$ cat src/rtl/aes_mix_columns_iter.sv
// Iterative AES MixColumns / InvMixColumns over a 128-bit state, LANES columns per cycle.
// Optional final-round pass-through enabled by the AES_MIXCOL_BYPASS_EN macro.
module aes_mix_columns_iter #(
  parameter int LANES = 1
) (
  input  logic         clk_i,
  input  logic         rst_i,
  input  logic         valid_i,
  output logic         ready_o,
  input  logic         fwd_ninv_i,
`ifdef AES_MIXCOL_BYPASS_EN
  input  logic         bypass_i,
`endif
  input  logic [127:0] block_i,
  output logic         valid_o,
  input  logic         ready_i,
  output logic [127:0] block_o
);

  generate
    if (!(LANES == 1 || LANES == 2 || LANES == 4)) begin : g_bad_lanes
      $error("aes_mix_columns_iter: LANES must be 1, 2 or 4");
    end
  endgenerate

  typedef enum logic [1:0] {
    IDLE,
    BUSY,
    DONE
  } state_e;

  localparam logic [1:0] STEP = 2'(LANES);

  state_e       state_q;
  logic [127:0] work_q;
  logic [127:0] work_d;
  logic         mode_q;
  logic [1:0]   cnt_q;
  logic [1:0]   cnt_d;
  logic [1:0]   idx;
  logic [31:0]  col;
  logic [31:0]  mixed;
  logic         byp;

`ifdef AES_MIXCOL_BYPASS_EN
  assign byp = bypass_i;
`else
  assign byp = 1'b0;
`endif

  function automatic logic [7:0] xt(input logic [7:0] b);
    return {b[6:0], 1'b0} ^ (b[7] ? 8'h1b : 8'h00);
  endfunction

  // Column bytes are row 0 in [31:24] down to row 3 in [7:0].
  function automatic logic [31:0] mix(
    input logic [31:0] c,
    input logic        fwd
  );
    logic [3:0][7:0] a;
    logic [3:0][7:0] x2;
    logic [3:0][7:0] x4;
    logic [3:0][7:0] x8;
    logic [3:0][7:0] m9;
    logic [3:0][7:0] mb;
    logic [3:0][7:0] md;
    logic [3:0][7:0] me;
    logic [31:0]     o;
    int              i1;
    int              i2;
    int              i3;
    o = '0;
    for (int i = 0; i < 4; i++) begin
      a[i]  = c[31-8*i -: 8];
      x2[i] = xt(a[i]);
      x4[i] = xt(x2[i]);
      x8[i] = xt(x4[i]);
      m9[i] = x8[i] ^ a[i];
      mb[i] = x8[i] ^ x2[i] ^ a[i];
      md[i] = x8[i] ^ x4[i] ^ a[i];
      me[i] = x8[i] ^ x4[i] ^ x2[i];
    end
    for (int i = 0; i < 4; i++) begin
      i1 = (i + 1) % 4;
      i2 = (i + 2) % 4;
      i3 = (i + 3) % 4;
      if (fwd)
        o[31-8*i -: 8] = x2[i] ^ x2[i1] ^ a[i1] ^ a[i2] ^ a[i3];
      else
        o[31-8*i -: 8] = me[i] ^ mb[i1] ^ md[i2] ^ m9[i3];
    end
    return o;
  endfunction

  always_comb begin
    work_d = work_q;
    idx    = '0;
    col    = '0;
    mixed  = '0;
    for (int l = 0; l < LANES; l++) begin
      idx = cnt_q + 2'(l);
      for (int r = 0; r < 4; r++)
        col[31-8*r -: 8] = work_q[127-8*(4*r+int'(idx)) -: 8];
      mixed = mix(col, mode_q);
      for (int r = 0; r < 4; r++)
        work_d[127-8*(4*r+int'(idx)) -: 8] = mixed[31-8*r -: 8];
    end
  end

  assign cnt_d = cnt_q + STEP;

  always_ff @(posedge clk_i or posedge rst_i) begin
    if (rst_i) begin
      state_q <= IDLE;
      work_q  <= '0;
      mode_q  <= 1'b1;
      cnt_q   <= '0;
    end else begin
      unique case (state_q)
        IDLE: begin
          if (valid_i) begin
            work_q  <= block_i;
            mode_q  <= fwd_ninv_i;
            cnt_q   <= '0;
            state_q <= byp ? DONE : BUSY;
          end
        end
        BUSY: begin
          work_q <= work_d;
          cnt_q  <= cnt_d;
          if (cnt_d == 2'd0)
            state_q <= DONE;
        end
        DONE: begin
          if (ready_i)
            state_q <= IDLE;
        end
        default: state_q <= IDLE;
      endcase
    end
  end

  assign ready_o = (state_q == IDLE);
  assign valid_o = (state_q == DONE);
  assign block_o = work_q;

endmodule

$ cat config.mk
export PLATFORM = sky130hd
export DESIGN_NAME = aes_mix_columns_iter
export DESIGN_NICKNAME = d
export VERILOG_FILES = /design/src/rtl/aes_mix_columns_iter.sv
export SDC_FILE = /design/constraint.sdc
export NUM_CORES = 1
export LEC_CHECK = 0
export ABC_AREA = 1
export BUFFER_PORTS_ARGS = -buffer_cell sky130_fd_sc_hd__buf_2
export CAP_MARGIN = 20
export CELL_PAD_IN_SITES_DETAIL_PLACEMENT = 1
export CELL_PAD_IN_SITES_GLOBAL_PLACEMENT = 1
export CORE_ASPECT_RATIO = 0.6
export CORE_MARGIN = 5
export CORE_UTILIZATION = 30
export CTS_BUF_LIST = sky130_fd_sc_hd__clkbuf_8
export DETAILED_ROUTE_END_ITERATION = 7
export GPL_TIMING_DRIVEN = 0
export PLACE_DENSITY_LB_ADDON = 0.2
export SLEW_MARGIN = 20
export SYNTH_ARGS = -nofsm -noshare
export SYNTH_HDL_FRONTEND = slang
export SYNTH_SLANG_ARGS = --single-unit
$ cat constraint.sdc
create_clock -name clk_i -period 7.88 [get_ports clk_i]
set_clock_uncertainty 0.1 [all_clocks]
set_input_delay 2.364 -clock clk_i [delete_from_list [all_inputs] [get_ports clk_i]]
set_output_delay 2.364 -clock clk_i [all_outputs]
set_load 0.01 [all_outputs]
==> flow_summary.json <==
{
  "status": "finished clean",
  "cts_resized": 0,
  "cts_setup_buffers": 0,
  "hold_path_class": "flip-flop to flip-flop",
  "netlist_instances": 2315,
  "fin_util_pct": 35.8,
  "syn_area_um2": 13900,
  "fmax_mhz": 219,
  "final_cell_mix": "nand2_1, buf_2, nand3_1, inv_1, dfrtp_1",
  "core.rowCount": 61,
  "cts.path.max_buffers": 2,
  "die_area_um2": 51000,
  "final-setup-viol-count": 0,
  "port_buffers": 262,
  "place_congestion": 0.995,
  "diodes": 0,
  "ff_latch_area_um2": 3330,
  "r2r_setup_slack_ns": 3.32,
  "antenna_found_initial": 1,
  "overflow": 0,
  "cp.required_ns": 8.20,
  "min_period_ns": 4.56,
  "root_buffer": "clkbuf_8",
  "die_w_um": 288,
  "syn_area_per_cell_um2": 6.02,
  "layout_setup_ws_ns": 3.32,
  "rsz0062_at_grt": "no",
  "syn2layout_area_growth_pct": 18.4,
  "worstPathCellList": "buf_6, inv_8, buf_12, buf_6, clkbuf_1, buf_2, ha_1, inv_1, nor3_1, clkbuf_1, nand4_1, a21oi_1",
  "drive_gt1_share_pct": 18.6,
  "core_um2": 46100,
  "h-tree-depth": 4,
  "grt_max_degree": 90,
  "path_class": "flip-flop to flip-flop",
  "grt_use_total_pct": 33.6,
  "synth_edf_count": 0,
  "crit_family": "buffers and inverters",
  "hold_violations": 0,
  "drc": 0,
  "drtPass1Iterations": 5,
  "grt_pass1_wl_um": 123000,
  "io_pins": 263,
  "ys.flop_type": "dfrtp_1",
  "nNetsFinal": 2734,
  "fill_cells": 6310,
  "ys_ff_latch": 133,
  "r2r_cells": 12,
  "crit_buf_inv": 8,
  "yosysWarnings": 0,
  "arrival_ns": 4.88,
  "dp_slack_ns": 3.29,
  "worstSkewPairLatency_ns": 0.50,
  "crit_path_start_kind": "flip-flop",
  "r2r_start": "cnt_q[0]$_DFFE_PP0P_",
  "final_antenna_net_count": 0,
  "die-height_um": 177,
  "synthArstFlopShare_pct": 100,
  "synthDistinctLibCells": 43,
  "slew_headroom_pct": 18.8,
  "ys_seq_area_share_pct": 23.9,
  "layout_commonest_cell": "nand2_1",
  "synth_fp_nets": 2452,
  "ctsHoldBuffers": 0,
  "drt-initial-drc-count": 2043,
  "fin_crit_sh_pct": 57.9,
  "cts_buffers": 17,
  "placedCellCount": 3208,
  "cts_sinks": 133,
  "dp.final_hpwl_um": 72200,
  "clk_pin_slew_ns": 0.09,
  "cp_max_fo": 11,
  "grt_pass1_vias": 17246,
  "hold_start": "state_q[0]$_DFFE_PP0P_",
  "multi_input_comb_area_um2": 9290,
  "fin_cells": 3240,
  "start_util_pct": 30.3,
  "totalWireLength_um": 88300,
  "vias_per_cell": 5.49,
  "rr_endpoint": "block_o[13]$_DFFE_PP0P_",
  "vias": 17778,
  "max_cap_viol_count": 0,
  "min_to": "state_q[1]$_DFFE_PP0P_",
  "avgRoutedWirePerCell_um": 27.3,
  "cp_slowest_cell": "clkbuf_1",
  "slew_violations": 0,
  "cts_tree": "built",
  "worstMarginPinSlew_ns": 1.21,
  "hold_depth": 1,
  "critPathCaptureType": "flip-flop",
  "critPathMaxStageDelay_ns": 0.83
}
## through the flow
step	TNS, ns	cell area [um^2]	hold slack, ns
finish	0	16500	0.412
global route	0	16500	0.421
floorplan	0	13900	0.374
detailed placement	0	16100	0.405
CTS	0	16500	0.408
global placement	-29.32	16000	0.400
## sequential cells by signal, indices dropped and copies added, names as in the netlist
name and count:
cnt_q 2, state_q 2, block_o 128, mode_q 1
## worst max-delay path by stage
| stage | start | to | cells after the start |
|---|---|---|---|
| finish | cnt_q[0]$_DFFE_PP0P_ | block_o[13]$_DFFE_PP0P_ | 12 |
| global route | cnt_q[0]$_DFFE_PP0P_ | block_o[77]$_DFFE_PP0P_ | 12 |
| CTS | cnt_q[0]$_DFFE_PP0P_ | block_o[77]$_DFFE_PP0P_ | 12 |
| detailed placement | valid_i | block_o[80]$_DFFE_PP0P_ | 7 |
| global placement | rst_i | block_o[49]$_DFFE_PP0P_ | 2 |
| floorplan | rst_i | block_o[0]$_DFFE_PP0P_ | 1 |
## kinds of logic after synthesis
| logic type | synth area share, % |
|---|---|
| DFF | 23.9 |
| AOI/OAI and AO/OA | 5.49 |
| adders and majority gates | 0.359 |
| buffers and inverters | 9.55 |
| and+or+nand+nor | 49.9 |
| xor gates and xnor gates | 10.8 |
## Yosys cell counts (13+ instances only)
cell type	number	share of area, %
nand2_1	1006	27
nand3_1	184	6.6
inv_1	181	4.9
dfrtp_1	132	24
nor2_1	129	3.5
nand4_1	118	5.3
a21oi_1	114	4.1
xor2_1	98	6.2
nand2_2	62	2.8
clkbuf_1	53	1.4
xnor2_1	46	2.9
nand3_2	25	1.8
buf_2	19	0.68
o21ai_0	15	0.54
or2_2	15	0.67
buf_6	13	1.0
## layer usage
metal	vias up	global-route usage [%]	wire (um)
met3	164	11.3	10200
li1	7891	-	-
met4	0	11.7	3430
met1	8751	48.3	40100
met5	-	0	0
met2	972	46.4	34600
## layout make-up
class | count | share of cell area, %
tap | 630 | 4.77
inverter | 194 | 4.50
multi-input combinational | 1884 | 56.2
sequential | 133 | 20.2
buffer | 104 | 3.61
clock inverter | 12 | 0.985
clock buffer | 20 | 1.67
timing repair buffer | 263 | 8.10
Power is not shown: default switching activity piles up to over one toggle a cycle in this logic, so the estimate is an artifact.
